==> config.mk <==
export PLATFORM = sky130hd
export DESIGN_NAME = mem_issue_queue
export DESIGN_NICKNAME = d
export VERILOG_FILES = /design/src/rtl/mem_issue_queue.sv
export SDC_FILE = /design/constraint.sdc
export NUM_CORES = 1
export LEC_CHECK = 0
export CAP_MARGIN = 20
export CORE_ASPECT_RATIO = 0.8
export CORE_MARGIN = 3
export CORE_UTILIZATION = 35
export CTS_CLUSTER_SIZE = 28
export DETAILED_ROUTE_END_ITERATION = 8
export SYNTH_ARGS = -nofsm -noshare
export SYNTH_HDL_FRONTEND = slang
export SYNTH_SLANG_ARGS = --single-unit
==> constraint.sdc <==
create_clock -name clk -period 5.7 [get_ports clk]
set_clock_uncertainty 0.05 [all_clocks]
set_input_delay 0.855 -clock clk [delete_from_list [all_inputs] [get_ports clk]]
set_output_delay 0.855 -clock clk [all_outputs]
set_load 0.02 [all_outputs]
==> src/rtl/mem_issue_queue.sv <==
// In-order memory issue queue: buffers load/store micro-ops, wakes pending operands from the
// writeback bus, and issues the head entry combinationally once its operands (and ROB head, for stores) are ready.
module mem_issue_queue #(
    parameter int DEPTH = 8,
    parameter int PR_W  = 6
) (
    input  logic                    clk,
    input  logic                    rst,
    input  logic                    flush,
    input  logic                    disp_valid,
    output logic                    disp_ready,
    input  logic [3:0]              disp_opcode,
    input  logic [4:0]              disp_rob,
    input  logic [15:0]             disp_base,
    input  logic [PR_W-1:0]         disp_off_tag,
    input  logic                    disp_off_rdy,
    input  logic [7:0]              disp_off_val,
    input  logic [PR_W-1:0]         disp_data_tag,
    input  logic                    disp_data_rdy,
    input  logic [7:0]              disp_data_val,
    input  logic [3:0]              disp_imm,
    input  logic [PR_W-1:0]         disp_dest_reg,
    input  logic [7:0]              disp_dest_arch,
    input  logic                    wb_valid,
    input  logic [PR_W-1:0]         wb_tag,
    input  logic [7:0]              wb_data,
    input  logic [4:0]              rob_head,
    output logic                    iss_valid,
    input  logic                    iss_ready,
    output logic [3:0]              iss_opcode,
    output logic [4:0]              iss_rob,
    output logic [15:0]             iss_base,
    output logic [7:0]              iss_offset,
    output logic [7:0]              iss_data,
    output logic [3:0]              iss_imm,
    output logic [PR_W-1:0]         iss_dest_reg,
    output logic [7:0]              iss_dest_arch,
    output logic [$clog2(DEPTH):0]  count
);

    localparam int PTR_W = $clog2(DEPTH);
    localparam int CNT_W = PTR_W + 1;

    typedef struct packed {
        logic [3:0]      opcode;
        logic [4:0]      rob;
        logic [15:0]     base;
        logic [PR_W-1:0] off_tag;
        logic            off_rdy;
        logic [7:0]      off_val;
        logic [PR_W-1:0] data_tag;
        logic            data_rdy;
        logic [7:0]      data_val;
        logic [3:0]      imm;
        logic [PR_W-1:0] dest_reg;
        logic [7:0]      dest_arch;
    } entry_t;

    entry_t             ent_q [DEPTH];
    logic [DEPTH-1:0]   vld_q;
    logic [PTR_W-1:0]   head_q;
    logic [PTR_W-1:0]   tail_q;
    logic [CNT_W-1:0]   count_q;

    entry_t             head_ent;
    entry_t             new_ent_d;
    logic               disp_fire;
    logic               iss_fire;

    assign disp_ready = (count_q < CNT_W'(DEPTH));
    assign count      = count_q;
    assign disp_fire  = disp_valid & disp_ready;
    assign head_ent   = ent_q[head_q];

    // Stores may only issue at the ROB head; loads only need their operands.
    assign iss_valid = vld_q[head_q] & head_ent.off_rdy & head_ent.data_rdy &
                       (~head_ent.opcode[0] | (rob_head == head_ent.rob)) & ~flush;
    assign iss_fire  = iss_valid & iss_ready;

    assign iss_opcode    = head_ent.opcode;
    assign iss_rob       = head_ent.rob;
    assign iss_base      = head_ent.base;
    assign iss_offset    = head_ent.off_val;
    assign iss_data      = head_ent.data_val;
    assign iss_imm       = head_ent.imm;
    assign iss_dest_reg  = head_ent.dest_reg;
    assign iss_dest_arch = head_ent.dest_arch;

    // Incoming entry, with a same-cycle writeback captured so it cannot be missed.
    always_comb begin
        new_ent_d.opcode    = disp_opcode;
        new_ent_d.rob       = disp_rob;
        new_ent_d.base      = disp_base;
        new_ent_d.off_tag   = disp_off_tag;
        new_ent_d.off_rdy   = disp_off_rdy;
        new_ent_d.off_val   = disp_off_val;
        new_ent_d.data_tag  = disp_data_tag;
        new_ent_d.data_rdy  = disp_data_rdy;
        new_ent_d.data_val  = disp_data_val;
        new_ent_d.imm       = disp_imm;
        new_ent_d.dest_reg  = disp_dest_reg;
        new_ent_d.dest_arch = disp_dest_arch;
        if (wb_valid && !disp_off_rdy && (disp_off_tag == wb_tag)) begin
            new_ent_d.off_rdy = 1'b1;
            new_ent_d.off_val = wb_data;
        end
        if (wb_valid && !disp_data_rdy && (disp_data_tag == wb_tag)) begin
            new_ent_d.data_rdy = 1'b1;
            new_ent_d.data_val = wb_data;
        end
    end

    always_ff @(posedge clk) begin
        if (rst || flush) begin
            head_q  <= '0;
            tail_q  <= '0;
            count_q <= '0;
            vld_q   <= '0;
        end else begin
            for (int i = 0; i < DEPTH; i++) begin
                if (vld_q[i] && wb_valid) begin
                    if (!ent_q[i].off_rdy && (ent_q[i].off_tag == wb_tag)) begin
                        ent_q[i].off_rdy <= 1'b1;
                        ent_q[i].off_val <= wb_data;
                    end
                    if (!ent_q[i].data_rdy && (ent_q[i].data_tag == wb_tag)) begin
                        ent_q[i].data_rdy <= 1'b1;
                        ent_q[i].data_val <= wb_data;
                    end
                end
            end
            // Head and tail slots differ whenever both fire: dispatch is blocked when full.
            if (iss_fire) begin
                vld_q[head_q] <= 1'b0;
                head_q        <= head_q + PTR_W'(1);
            end
            if (disp_fire) begin
                ent_q[tail_q] <= new_ent_d;
                vld_q[tail_q] <= 1'b1;
                tail_q        <= tail_q + PTR_W'(1);
            end
            if (disp_fire && !iss_fire) begin
                count_q <= count_q + CNT_W'(1);
            end else if (!disp_fire && iss_fire) begin
                count_q <= count_q - CNT_W'(1);
            end
        end
    end

endmodule

== Yosys cells after proc, flatten, opt, wreduce, memory -nomap -nowiden ==
Memories as Yosys holds them, arrays and structs flattened. A register that Yosys moved wholly into a read port is not among the register bits.
Cells that the tools add are included.
Operators by class
  add/subtract/negate cells: 4
  multipliers: 0
  div/mod/pow operators: 0
  $lt $le $gt $ge: 5
  equality and inequality tests: 19
  shifts and indexed selects: 0
  muxes and demuxes: 82
  bitwise logic cells: 12
  reductions and logical operators: 54
Operators by type and width (number)
  6-bit == test: 18
  1-bit 2-to-1 mux: 70
  1-bit logical AND: 32
  8-bit 2-to-1 mux: 3
  1-bit logical NOT: 20
  9-bit 2-to-1 mux: 2
  8-bit AND: 1
  3-bit by 4-bit less-than comparator with 1-bit output (second input constant): 2
  4-bit 2-to-1 mux: 2
  8-bit inverter: 1
  8-bit OR: 1
  3-bit by 1-bit adder with 3-bit output (second input constant): 2
  1-bit AND: 6
  1-bit demux with 3-bit select: 2
  3-bit by 1-bit greater-or-equal comparator with 1-bit output (second input constant): 2
  3-bit 2-to-1 mux: 2
  5-bit == test: 1
  4-bit by 1-bit adder with 4-bit output (second input constant): 1
  4-bit less-than comparator (second input constant): 1
  4-bit by 1-bit subtractor with 4-bit output (second input constant): 1
  1-bit binary-select mux with 3-bit select: 1
  1-bit inverter: 2
  2-bit nonzero test: 1
  1-bit logical OR: 1
  1-bit OR: 1
Storage, ports and cells
  register bits: 18
  latch bits: 0
  memory bits (writable): 584
  memory bits (read-only): 0
  input port bits: 98
  memories kept: 1
Memories
  ent_q: depth 8, bits a word 73, read ports 9, clocked after Yosys merged registers in 1, write ports 9, line 59  | entry_t ent_q [DEPTH];

== Depth between registers and ports, before layout ==
  depth after elaboration: 11
  depth in mapped cells: 18
  gate-level depth less buffers: 15

== Worst setup path before layout ==
OpenSTA, ideal clock, no wires.
  path type: input -> register
  start: in disp_valid
  end: mem ent_q[0][34] in the netlist's numbering (data pin)
  library setup time: 0.339 ns
  arrival time: 3.533 ns
  required time: 5.311 ns
  slack: 1.778 ns
  stages on the path: 6
  buffers on the path: 2
  cell sequence: nor2b_1 clkbuf_1 nand3b_1 nor3_1 clkbuf_1 a21oi_1
RTL lines
  start, declared: line 10  | input logic disp_valid,
  end, declared: line 59

==> summary by stage <==
Outcome
The run finished with clean final reports.

Logic synthesis
The net count of the mapped netlist is about 1,500. The number of different library cells in the post-synthesis netlist is between 40 and 50. The sequential share of the synthesized area is between 70% and 80%.

The cell area that synthesis handed to floorplanning was 25,000 um2. The average size of a mapped cell is 17.6 um2. The most used flip-flop cell after synthesis is edfxtp_1. The synthesized netlist cell count is about 1,400. The fraction of registers with async set/reset is 0%. During synthesis, Yosys emitted a total of 0 warnings. The number of flops mapped to enable cells by yosys is slightly below 600. The post-synthesis register bit count is between 600 and 700.

Route
The number of vias per cell is between 5 and 6. The number of design rule violations left after detail routing is 0. The total via count after detailed routing is ~14,000.

The detailed-route wire length per cell is around 24 um. The first-pass iteration count of the detailed router is 5. The count of routing violations after the opening detailed-route iteration is ~1,200. Once detail routing completed, the nets flagged for antenna violations numbered 0.

The total routed wirelength is 62.3 mm.

Floorplan
The overall die area is 74,700 um2. The cell row count is 86. The horizontal die dimension is 305 um.

The starting density of the core is 35.8%. The core box area is 69,800 um2. During I/O placement, the number of pins put on the boundary was 163. The floorplan step set the die height to ~250 um.

Place
The number of placed instances, taps included, is about 2,400. In this run the tool buffered the top-level ports with about 160 buffer cells. Summed over all nets, the half-perimeter wirelength after detailed placement is 37.2 mm. The congestion estimate from routability-driven global placement came to around 0.77.

Power
The static leakage is 9.35 nW. The design draws 0.00911 W. The internal portion of the total power is 0.00723 W. The power density relative to cell area is 307 nW/um2. The clock power share is between 40% and 50%. The switching part of the total is approximately a fifth. Sequential cells account for 53.8% of the total power. Combinational logic is responsible for ~4.3% of the overall power. Summed over all nets, the switching power comes to around 0.0019 W. The worst IR drop on VDD is roughly 0.00021 V.

Clock tree
The number of clock sinks seen by CTS is about 610. The clock passes through at most 3 buffers. The later pin in the worst-skew pair is clocked with a latency of between 600 and 700 ps.

In this run the post-CTS setup repair buffer count came out at 0. The number of buffers inserted for hold repair after clock tree synthesis is 0. The clock-pin transition on the worst setup and hold timing paths is roughly 60 ps.

TritonCTS built the clock tree. In this run, CTS created clock tree buffers numbering 61. The depth of the CTS H-tree is 2. After clock tree synthesis, the repair step resized 0 gates. The clock tree root buffer cell is clkbuf_16.

GRT
The via count of the first global-routing pass was approximately 14,000. The global-route usage over all layers is 16.5%. The pin count of the biggest net entering global routing is 78.

The number of antenna violations at the first check in global routing is 1. The wire length of the first global-routing pass is about 90 mm. For this run the aggregate overflow at the end of global routing stands at 0.

Hold path
The type of the most critical hold path is reg2reg. The launch point of the worst hold path is count[2].

Worst setup path
At the worst endpoint, the arrival time is between 3000 and 4000 ps. The top fanout value on the critical path is 37. The critical path in this run is classified as reg2out. The critical path launch point type is a flop. The worst stage delay on the critical path is about 710 ps. The slowest stage of the critical path belongs to the cell dfxtp_4. STA classifies the critical path endpoint as a primary output. The signal on the critical path passes through buf_4 -> a2111oi_1 -> nor4_2 -> xnor2_1 -> a41oi_4 -> nor2_1 -> clkdlybuf4s50_1. For the worst setup path, the data required time is between 4000 and 5000 ps.

Final layout
Of the cells placed in the final design, the portion with a size suffix greater than 1 is between 10% and 20%. The library cell used most frequently in the layout, excluding fill and tap cells, is edfxtp_1. The layout-stage area growth over the synthesis result is 18.6%. Leaving out fill and tap cells, the most frequent cells in the layout are 583 x edfxtp_1, 162 x clkdlybuf4s50_1, 147 x a21oi_1.

The final instance count without filler cells is 2,557. In the final design database the tool counted about 1,700 nets.

Timing
The total negative slack for setup checks is 0 ps. The highest clock frequency the design can meet is between 0.2 and 0.25 GHz. The worst pin sits at a relative slew slack of roughly a third.

Setup repair after global routing left no endpoint under its margin. For the finished layout, the period the worst path requires is roughly 4500 ps. The period utilization is approximately 80%. Setup violations remaining at the end of the flow were counted as 0. The slew at the pin closest to its max-slew limit is around 1000 ps. The final-report max-slew violation count is 0. The total count of hold-check failures in the final report was 0.

Job
The number of maximum-capacitance violations is 0.
## path summary, 6_finish.rpt
path	to	slack, ps	cells after the start
worst max-delay path	iss_valid	1150	7
worst min-delay path	count[2]	490	2
worst max register to register	count[3]	1520	16
worst min register to register	count[2]	490	2
## critical path: cells and delay by family (launching register included)
kind	cells	cell delay, ps
buffers and inverters	2	1150
AO/OA/AOI/OAI	2	330
AND/OR/NAND/NOR	2	580
XOR/XNOR	1	220
flip-flops	1	710
## registers in the layout, summed over array words and instances, names as in the netlist, named ones only
name and count:
ent_q 584, vld_q 8, tail_q 3, count 4
head_q 3
## synth_stat cells, types with 4 or more instances
master / instances / area (um2)
mux2i_1: 39 / 390
a21oi_1: 147 / 736
a22oi_1: 5 / 37.5
nand3_1: 15 / 75.1
dfxtp_1: 22 / 440
nand2_1: 27 / 101
edfxtp_1: 583 / 17500
nand3b_1: 6 / 45.0
clkbuf_1: 55 / 206
nor2b_1: 6 / 37.5
mux2_2: 56 / 631
mux4_2: 108 / 2430
buf_2: 17 / 85.1
a31o_2: 5 / 43.8
a21o_1: 14 / 105
xor2_1: 104 / 911
inv_1: 7 / 26.3
nor3b_1: 4 / 30.0
a31oi_1: 5 / 31.3
nor3_1: 10 / 50.1
buf_1: 15 / 56.3
buf_4: 5 / 37.5
ha_1: 5 / 62.6
nor2_1: 88 / 330
xnor2_1: 12 / 105
nor4_1: 31 / 194
## through the flow
stage	instance area, um2	util (%)	hold slack, ps	setup slack, ps
after floorplan	25000	-	428	1780
after global placement	27800	39.8	467	1440
after detailed placement	27800	39.8	477	1330
after CTS	29600	42.5	486	996
after global routing	29600	42.5	510	896
final	29700	42.5	490	1150
## cell families after synthesis
logic type | after synthesis | share of synthesized area (%)
xor gates and xnor gates | 116 | 4.06
adders and majority gates | 6 | 0.330
DFF | 605 | 71.8
and+or+nand+nor | 203 | 3.89
buffers and inverters | 101 | 1.71
AOI/OAI and AO/OA | 185 | 4.16
muxes | 206 | 14.1
## per-layer routing
layer | GRT usage [%] | vias to the layer above | share of wire, % | routed length (um)
met5 | 0 | - | 0 | 0
li1 | - | 5938 | - | -
met2 | 26.2 | 490 | 46 | 28900
met4 | 4.60 | 0 | 2.3 | 1420
met1 | 23.5 | 7080 | 44 | 27600
met3 | 3.03 | 101 | 7.0 | 4390
## power groups by stage
stage | Clock [W] | Sequential (W) | Combinational, W
finish | 0.00381 | 0.00491 | 0.000394
global route | 0.00407 | 0.00491 | 0.000428
CTS | 0.00392 | 0.00491 | 0.000396
detailed placement | 0 | 0.00500 | 0.000394
global placement | 0 | 0.00500 | 0.000386
floorplan | 0 | 0.00500 | 0.000187
## final cells by class
class | instances | area, um2
Tap cell | 924 | 1160
Multi-Input combinational cell | 716 | 6690
Clock buffer | 86 | 1710
Antenna cell | 1 | 2.50
Timing Repair Buffer | 192 | 1920
Fill cell | 6153 | 40200
Clock inverter | 25 | 175
Sequential cell | 605 | 18000
Inverter | 8 | 30.0
Power figures use the tool's default switching activity.
